### src/rtl/seven_seg_scan_ctrl.sv
// Scans NUM_DIGITS common-anode 7-segment digits through one shared hex decoder, with blanking gaps.
// New words are applied only at frame boundaries. Optional macro: LEADING_ZERO_BLANK_EN.
module seven_seg_scan_ctrl #(
   parameter int NUM_DIGITS   = 4,
   parameter int SHOW_CYCLES  = 4,
   parameter int BLANK_CYCLES = 1
) (
   input  logic                    clk,
   input  logic                    reset,
   input  logic                    load_valid,
   input  logic [4*NUM_DIGITS-1:0] load_data,
   output logic                    load_ready,
   output logic [6:0]              seg,
   output logic [NUM_DIGITS-1:0]   an,
   output logic                    frame_done
);

   localparam int MAXC = (SHOW_CYCLES > BLANK_CYCLES) ? SHOW_CYCLES : BLANK_CYCLES;
   localparam int CW   = (MAXC > 1) ? $clog2(MAXC) : 1;
   localparam int IW   = $clog2(NUM_DIGITS);
   localparam logic [CW-1:0] SHOW_LAST  = CW'(SHOW_CYCLES - 1);
   localparam logic [CW-1:0] BLANK_LAST = CW'(BLANK_CYCLES - 1);
   localparam logic [IW-1:0] IDX_LAST   = IW'(NUM_DIGITS - 1);

   typedef enum logic {ST_BLANK, ST_SHOW} state_t;

   state_t                  r_state, w_state_nxt;
   logic [CW-1:0]           r_cnt, w_cnt_nxt;
   logic [IW-1:0]           r_idx, w_idx_nxt;
   logic [4*NUM_DIGITS-1:0] r_active, r_pend;
   logic                    r_pend_full;
   logic                    w_boundary, w_accept, w_digit_blank;
   logic [3:0]              w_nib;
   logic [6:0]              w_seg;
   logic [NUM_DIGITS-1:0]   w_an;

   function automatic logic [6:0] hex2seg(input logic [3:0] h);
      case (h)
         4'h0: hex2seg = 7'h40;
         4'h1: hex2seg = 7'h79;
         4'h2: hex2seg = 7'h24;
         4'h3: hex2seg = 7'h30;
         4'h4: hex2seg = 7'h19;
         4'h5: hex2seg = 7'h12;
         4'h6: hex2seg = 7'h02;
         4'h7: hex2seg = 7'h78;
         4'h8: hex2seg = 7'h00;
         4'h9: hex2seg = 7'h10;
         4'hA: hex2seg = 7'h08;
         4'hB: hex2seg = 7'h03;
         4'hC: hex2seg = 7'h46;
         4'hD: hex2seg = 7'h21;
         4'hE: hex2seg = 7'h06;
         default: hex2seg = 7'h0E;
      endcase
   endfunction

   always_ff @(posedge clk or posedge reset) begin
      if (reset) begin
         r_state <= ST_BLANK;
         r_cnt   <= '0;
         r_idx   <= '0;
      end else begin
         r_state <= w_state_nxt;
         r_cnt   <= w_cnt_nxt;
         r_idx   <= w_idx_nxt;
      end
   end

   always_comb begin
      w_state_nxt = r_state;
      w_cnt_nxt   = r_cnt + CW'(1);
      w_idx_nxt   = r_idx;
      w_boundary  = 1'b0;
      w_an        = '1;
      w_seg       = 7'h7F;
      w_nib       = r_active[4*r_idx +: 4];
`ifdef LEADING_ZERO_BLANK_EN
      // A digit is a leading zero when it and every higher nibble are zero; digit 0 always shows.
      w_digit_blank = (r_idx != '0) && ((r_active >> {r_idx, 2'b00}) == '0);
`else
      w_digit_blank = 1'b0;
`endif
      case (r_state)
         ST_BLANK: begin
            if (r_cnt == BLANK_LAST) begin
               w_state_nxt = ST_SHOW;
               w_cnt_nxt   = '0;
            end
         end
         ST_SHOW: begin
            if (!w_digit_blank) begin
               w_an[r_idx] = 1'b0;
               w_seg       = hex2seg(w_nib);
            end
            if (r_cnt == SHOW_LAST) begin
               w_state_nxt = ST_BLANK;
               w_cnt_nxt   = '0;
               w_boundary  = (r_idx == IDX_LAST);
               w_idx_nxt   = (r_idx == IDX_LAST) ? '0 : r_idx + IW'(1);
            end
         end
      endcase
   end

   assign load_ready = ~r_pend_full;
   assign w_accept   = load_valid & ~r_pend_full;

   // Accept and transfer are mutually exclusive: accept needs pending empty, transfer needs it full.
   always_ff @(posedge clk or posedge reset) begin
      if (reset) begin
         r_active    <= '0;
         r_pend      <= '0;
         r_pend_full <= 1'b0;
      end else begin
         if (w_boundary && r_pend_full) begin
            r_active    <= r_pend;
            r_pend_full <= 1'b0;
         end
         if (w_accept) begin
            r_pend      <= load_data;
            r_pend_full <= 1'b1;
         end
      end
   end

   always_ff @(posedge clk or posedge reset) begin
      if (reset) begin
         an         <= '1;
         seg        <= 7'h7F;
         frame_done <= 1'b0;
      end else begin
         an         <= w_an;
         seg        <= w_seg;
         frame_done <= w_boundary;
      end
   end

endmodule

### config.mk
export PLATFORM = sky130hd
export DESIGN_NAME = seven_seg_scan_ctrl
export DESIGN_NICKNAME = d
export VERILOG_FILES = /design/src/rtl/seven_seg_scan_ctrl.sv
export SDC_FILE = /design/constraint.sdc
export NUM_CORES = 1
export LEC_CHECK = 0
export CAP_MARGIN = 10
export CORE_MARGIN = 2
export CORE_UTILIZATION = 58
export DETAILED_ROUTE_END_ITERATION = 8
export HOLD_SLACK_MARGIN = 0.08
export PLACE_DENSITY_LB_ADDON = 0.05
export SLEW_MARGIN = 30
export SYNTH_ARGS = -nofsm -noshare
export SYNTH_HDL_FRONTEND = slang
export SYNTH_SLANG_ARGS = --single-unit
export TNS_END_PERCENT = 50
### constraint.sdc
create_clock -name clk -period 3 [get_ports clk]
set_input_delay 0.45 -clock clk [delete_from_list [all_inputs] [get_ports clk]]
set_output_delay 0.45 -clock clk [all_outputs]
set_load 0.02 [all_outputs]
==> reports/qor.tcl, run 1 <==
set qor(result_of_the_run) {completed}
set qor(top_layer) {met4}
set qor(dr.first_iter.drc_count) 95
set qor(maxCapViolations) 0
set qor(ant_nets) 0
set qor(antenna-diode-count) 0
set qor(max-vdd-ir-drop_v) 0.0005633
set qor(cpMaxStageDelayCell) {sky130_fd_sc_hd__mux4_2}
set qor(post_synth_top_area_share) 0.4317
set qor(start_util) 0.6084
set qor(route.met3.wl_microns) 126
set qor(min_path_type) {flop to flop}
set qor(finalNetCount) 222
set qor(worstSetupStartpointType) {flop}
set qor(critPathKind) {flop to flop}
set qor(drive_above_1_share) 0.2984
set qor(rows) 22
set qor(worst_slack_ps) 811.9
set qor(cts_post_setup_buffers_inserted) 0
set qor(global_route_total_overflow) 0
set qor(cts_resized) 0
set qor(cts_inserted_buffers) 5
set qor(syn_area_sq_um) 2261
set qor(routedLengthMet1_microns) 1462
set qor(die_width_microns) 66.44
set qor(placedCellCount) 231
set qor(power_leakage_nw) 1.184
set qor(finalSetupTns_ps) 0
set qor(finalHoldViolCount) 0
set qor(yosysSeqAreaShare) 0.5595
set qor(commonest_non_fill_non_tap_cells_in_the_layout) {sky130_fd_sc_hd__dfrtp_1 (39), sky130_fd_sc_hd__mux2_2 (31), sky130_fd_sc_hd__clkdlybuf4s50_1 (31)}
set qor(grt_start_max_net_pins) 51
set qor(max_h_tree_level) 2
set qor(first_global_vias) 1299
set qor(post-route-util) 0.7236
set qor(maximum_fanout_along_the_worst_path) 9
set qor(drt-vias-per-instance) 5.418
set qor(io-pin-count) 32
set qor(cts_tree) {done}
set qor(detailed_place_hpwl_microns) 2629
set qor(setup_viol_count_final) 0
set qor(layout.cells.most_common) {sky130_fd_sc_hd__dfrtp_1}
set qor(met2WireLength_microns) 1894
set qor(core_region_area_sq_um) 3716
set qor(synth.avg_cell_area_sq_um) 14.31
set qor(worstPathCellList) {mux4_2, inv_1, ha_1, nor2b_1, a221o_1}
set qor(grt_first_pass_wirelength_microns) 6141
set qor(finalClockSkew_ps) 10.74
set qor(finalWeightedCongestion) 0.8357
set qor(fin_total_pwr_mw) 1.576
set qor(tightestPinTransition_ps) 816.8
set qor(postCtsHoldBufs) 0
set qor(drt_wl_total_microns) 3541
set qor(crit_family) {multiplexers}
set qor(wire_per_inst_microns) 14.82
set qor(grt_antenna_before_repair) 0
set qor(die-height_microns) 66.44
set qor(post_route_drc_violation_count) 0
set qor(yosysUniqueCellTypes) 30
set qor(drt_first_pass_iters) 6
set qor(stdcell_count) 239
set qor(critical_path_required_ps) 3230
set qor(placement.setup.worst_slack_ps) 811.4
set qor(crit_arrival_ps) 2420
set qor(worst-path-buf-inv) 1
set qor(dr_total_vias) 1295
set qor(rsz0062_at_grt) {no}
set qor(root_buffer) {sky130_fd_sc_hd__clkbuf_8}
set qor(report.final.slew_viol_count) 0
set qor(worstSetupEndpointType) {flop}
set qor(synth_nets) 190
set qor(yosys_register_bits) 50
set qor(global_route.usage.total) 0.1921
set qor(yosysTopAreaCell) {sky130_fd_sc_hd__dfrtp_1}
set qor(path_clk_slew_ps) 90
set qor(ys.warnings.count) 0
set qor(cell_pwr_density_nw_per_um2) 586.1
set qor(number_of_buffers_inserted_by_port_buffering) 31
set qor(worst_skew_pair.late_latency_ps) 300
set qor(max-clock-path-buffers) 2
set qor(max-slew-margin-rel) 0.4548
set qor(period_share) 0.7294
set qor(die_area_sq_um) 4414
set qor(synthesis.instances) 158
set qor(netlist_top_cells_area) {sky130_fd_sc_hd__dfrtp_1 (43%), sky130_fd_sc_hd__mux2_2 (15%), sky130_fd_sc_hd__dfstp_2 (13%), sky130_fd_sc_hd__ha_1 (7.2%), sky130_fd_sc_hd__mux4_2 (4.0%)}
set qor(period_minus_slack_ps) 2188
set qor(cts_sink_count) 50
set qor(fmaxAchievable_ghz) 0.4570
set qor(critical_path.max_stage_delay_ps) 630
set qor(flow.area_growth_from_synthesis_pct) 18.93
final timing paths:
| check | startpoint | to | slack, ps | cells after the start |
|---|---|---|---|---|
| setup / recovery | r_idx[0]$_DFFE_PP0P_ | seg[1]$_DFF_PP1_ | 810 | 5 |
| hold / removal | r_pend[7]$_DFFE_PP0P_ | r_active[7]$_DFFE_PP0P_ | 500 | 1 |
| hold reg to reg | r_pend[7]$_DFFE_PP0P_ | r_active[7]$_DFFE_PP0P_ | 500 | 1 |
| min in group asynchronous | reset | r_active[4]$_DFFE_PP0P_ | 610 | 2 |
| setup reg to reg | r_idx[0]$_DFFE_PP0P_ | seg[1]$_DFF_PP1_ | 810 | 5 |
| max in group asynchronous | reset | r_pend[13]$_DFFE_PP0P_ | 1900 | 2 |
area by class of cell:
class | instances | area (sq um)
Clock buffer | 6 | 72.57
Clock inverter | 2 | 37.54
Fill cell | 262 | 1027
Inverter | 11 | 42.54
Multi-Input combinational cell | 90 | 893.4
Sequential cell | 50 | 1265
Tap cell | 48 | 60.06
Timing Repair Buffer | 32 | 317.8
cells in the mapped netlist:
library cell and instances:
sky130_fd_sc_hd__buf_6 3, sky130_fd_sc_hd__a31oi_1 2, sky130_fd_sc_hd__o311ai_1 2, sky130_fd_sc_hd__clkbuf_8 1
sky130_fd_sc_hd__mux2_4 1, sky130_fd_sc_hd__dfrtp_1 39, sky130_fd_sc_hd__mux2_1 5, sky130_fd_sc_hd__mux2_2 31
sky130_fd_sc_hd__and3_1 1, sky130_fd_sc_hd__a221o_1 1, sky130_fd_sc_hd__nand2_1 10, sky130_fd_sc_hd__nor3_1 1
sky130_fd_sc_hd__dfstp_2 11, sky130_fd_sc_hd__o21a_1 1, sky130_fd_sc_hd__nor2_1 3, sky130_fd_sc_hd__clkinv_1 1
sky130_fd_sc_hd__ha_1 13, sky130_fd_sc_hd__o31ai_1 1, sky130_fd_sc_hd__nand3b_1 2, sky130_fd_sc_hd__inv_1 10
sky130_fd_sc_hd__a2bb2oi_1 2, sky130_fd_sc_hd__nor2b_1 2, sky130_fd_sc_hd__buf_2 2, sky130_fd_sc_hd__mux4_2 4
sky130_fd_sc_hd__o21ai_0 1, sky130_fd_sc_hd__mux2i_1 3, sky130_fd_sc_hd__and2_1 1, sky130_fd_sc_hd__a21o_2 1
sky130_fd_sc_hd__clkbuf_1 1, sky130_fd_sc_hd__o21ai_1 2
metal layers:
layer  global-route usage  vias up
met5                    0        -
met2               0.3175       29
met4              0.07653        0
met1               0.2390      652
li1                     -      608
met3              0.05281        6
per-stage QoR:
step | hold slack [ps] | area, sq um
5_1_grt | 523.6 | 2689
3_3_place_gp | 470.3 | 2577
2_1_floorplan | 454.1 | 2261
4_1_cts | 508.0 | 2688
6_report | 498.8 | 2689
3_5_place_dp | 487.3 | 2577
worst reg2reg max path: stages (launching register included):
cell	delay [ps]
sky130_fd_sc_hd__dfrtp_1	580
sky130_fd_sc_hd__mux4_2	630
sky130_fd_sc_hd__inv_1	160
sky130_fd_sc_hd__ha_1	260
sky130_fd_sc_hd__nor2b_1	140
sky130_fd_sc_hd__a221o_1	350
kinds of logic after synthesis:
kind of cell             Yosys count  share of synthesized area
buffers and inverters             18                    0.04538
flip-flops                        50                     0.5595
AND/OR/NAND/NOR                   20                    0.04151
AO/OA/AOI/OAI                     13                    0.04262
multiplexers                      44                     0.2391
adder cells (fa/ha/maj)           13                    0.07194
power breakdown:
group	total (mW)	switching [mW]	internal, mW
registers	0.822	0.0406	0.781
logic	0.298	0.130	0.168
clock network	0.456	0.207	0.249
total	1.58	0.377	1.20
state kept, by name, summed over array words and instances, names as in the netlist:
register,cells
r_cnt,2
r_pend_full,1
r_active,16
r_idx,2
seg,7
r_pend,16
r_state,1
frame_done,1
an,4
Power figures use the tool's default switching activity.
==> inputs of run 2 (changes only) <==
Settings changed: CORE_UTILIZATION 58 to 48.
Clock period 3 ns to 1.8 ns, I/O delays scaled along.
==> reports/qor.tcl, run 2 (synthesized netlist as in run 1, its figures left out) <==
set qor(result_of_the_run) {finished, violations left}
set qor(failed_checks) {setup timing}
set qor(path_clk_slew_ps) 80
set qor(io-pin-count) 32
set qor(max-clock-path-buffers) 2
set qor(first_global_vias) 1412
set qor(start_util) 0.5087
set qor(pwr-share-clk) 0.248
set qor(cts_inserted_buffers) 5
set qor(power.switching_fraction) 0.2581
set qor(cts_sink_count) 50
set qor(rows) 24
set qor(crit_arrival_ps) 2060
set qor(tightestPinTransition_ps) 385.7
set qor(max-slew-margin-rel) 0.7429
set qor(share_comb_of_total_power) 0.229
set qor(power_leakage_nw) 1.310
set qor(commonest_non_fill_non_tap_cells_in_the_layout) {sky130_fd_sc_hd__dfrtp_1 (38), sky130_fd_sc_hd__mux2_2 (31), sky130_fd_sc_hd__clkdlybuf4s50_1 (31)}
set qor(period_minus_slack_ps) 1833
set qor(worstSetupEndpointType) {flop}
set qor(maximum_fanout_along_the_worst_path) 8
set qor(critPathKind) {flop to flop}
set qor(period_share) 1.018
set qor(n_fill_cell) 340
set qor(grt_first_pass_wirelength_microns) 6658
set qor(grt_start_max_net_pins) 51
set qor(fin_total_pwr_mw) 2.644
set qor(finalWeightedCongestion) 0.9655
set qor(die-height_microns) 72.63
set qor(stdcell_area_sq_um) 2964
set qor(grt_antenna_before_repair) 0
set qor(placement.cell_area_sq_um) 2718
set qor(fmaxAchievable_ghz) 0.5456
set qor(die_area_sq_um) 5275
set qor(number_of_buffers_inserted_by_port_buffering) 31
set qor(antenna-diode-count) 0
set qor(finalNetCount) 241
set qor(setup_viol_count_final) 4
set qor(dr.first_iter.drc_count) 57
set qor(drt-vias-per-instance) 5.317
set qor(post-route-util) 0.6669
set qor(worst_skew_pair.late_latency_ps) 300
set qor(finalHoldViolCount) 0
set qor(layout_top_registers) {r_active: 16 flops, r_pend: 16 flops, seg: 7 flops}
set qor(critical_path_required_ps) 2030
set qor(worst_slack_ps) -32.74
set qor(max-vdd-ir-drop_v) 0.0006362
set qor(flow.area_growth_from_synthesis_pct) 31.10
set qor(global_route.usage.total) 0.1654
set qor(max_h_tree_level) 2
set qor(min_path_type) {input port to async pin}
set qor(power.share.sequential) 0.522
set qor(core_region_area_sq_um) 4444
set qor(layout.cells.most_common) {sky130_fd_sc_hd__dfrtp_1}
set qor(dr_total_vias) 1393
set qor(ant_nets) 0
set qor(cell_pwr_density_nw_per_um2) 892.1
set qor(root_buffer) {sky130_fd_sc_hd__clkbuf_8}
set qor(drt_wl_total_microns) 4389
set qor(placedCellCount) 248
set qor(detailed_place_hpwl_microns) 2711
set qor(rsz0062_at_grt) {yes}
set qor(cts_tree) {done}
set qor(finalClockSkew_ps) 3.020
set qor(drive_above_1_share) 0.4095
set qor(maxCapViolations) 0
set qor(p_int_mw) 1.962
set qor(report.final.slew_viol_count) 0
set qor(post_route_drc_violation_count) 0
set qor(die_width_microns) 72.63
set qor(wire_per_inst_microns) 16.75
set qor(power.switching_mw) 0.6824
set qor(global_route_total_overflow) 0
set qor(drt_first_pass_iters) 6
set qor(stdcell_count) 262
set qor(worstSetupStartpointType) {flop}
## run 2: cell types whose count changed in the layout (fill, tap and decap cells not counted), sizes merged
cell / change
buf: +16
bufinv: -1
clkbuf: +4
clkinv: -1
clkinvlp: -1
inv: +1
mux4: +1
## run 2: layer usage
layer	part of all wire	track usage	routed length, microns
met4	0.012	0.06379	53
met5	0	0	0
met1	0.44	0.2118	1934
met3	0.053	0.04972	231
met2	0.49	0.2657	2171
## run 2: area by class of cell
cell class | count | area [sq um] | area share
sequential | 50 | 1266 | 0.4272
timing repair buffer | 50 | 516.7 | 0.1743
clock buffer | 8 | 90.09 | 0.03039
multi-input combinational | 91 | 984.7 | 0.3322
tap | 52 | 65.06 | 0.02195
inverter | 11 | 41.29 | 0.01393
## run 2: what timing repair did
| item | 4_1_cts | 5_1_grt |
|---|---|---|
| hold buffers | 0 | 0 |
| gates cloned | 0 | 3 |
| buffers inserted | 3 | 0 |
| setup endpoints to repair | 6 | 22 |
| resized for setup | 2 | 10 |
| pin swaps | 2 | 1 |
## run 2: metrics by stage
step | hold slack [ps] | setup TNS (ps) | worst slack, ps
global route | 349.6 | -455.9 | -88.34
floorplan | 387.0 | -126.2 | -79.73
detailed placement | 484.7 | -179.2 | -64.87
CTS | 340.3 | -196.0 | -56.79
global placement | 474.2 | -7.679 | -7.679
finish | 327.0 | -58.91 | -32.74
## run 2: path summary, 6_finish.rpt
check / from / end / slack, ps / cells past startpoint
max reg2reg: r_idx[0]$_DFFE_PP0P_ / seg[1]$_DFF_PP1_ / -30 / 4
min: reset / frame_done$_DFF_PP0_ / 330 / 3
max: r_idx[0]$_DFFE_PP0P_ / seg[1]$_DFF_PP1_ / -30 / 4
min in group clk: r_cnt[0]$_DFF_PP0_ / r_cnt[0]$_DFF_PP0_ / 500 / 1
min reg2reg: r_cnt[0]$_DFF_PP0_ / r_cnt[0]$_DFF_PP0_ / 500 / 1
max in group asynchronous: reset / seg[1]$_DFF_PP1_ / 1190 / 3
## run 2: critical path: stages, from the launching register on
cell and delay, ps:
sky130_fd_sc_hd__dfrtp_2 410, sky130_fd_sc_hd__buf_4 130, sky130_fd_sc_hd__mux4_2 600, sky130_fd_sc_hd__mux2_4 320
sky130_fd_sc_hd__a221o_1 300
## run 2: power by group through the flow
stage	clock network, mW	registers, mW	logic (mW)
2_1_floorplan	0	1.43	0.301
3_3_place_gp	0	1.39	0.519
3_5_place_dp	0	1.39	0.543
4_1_cts	0.681	1.37	0.565
5_1_grt	0.731	1.40	0.656
6_report	0.657	1.38	0.607
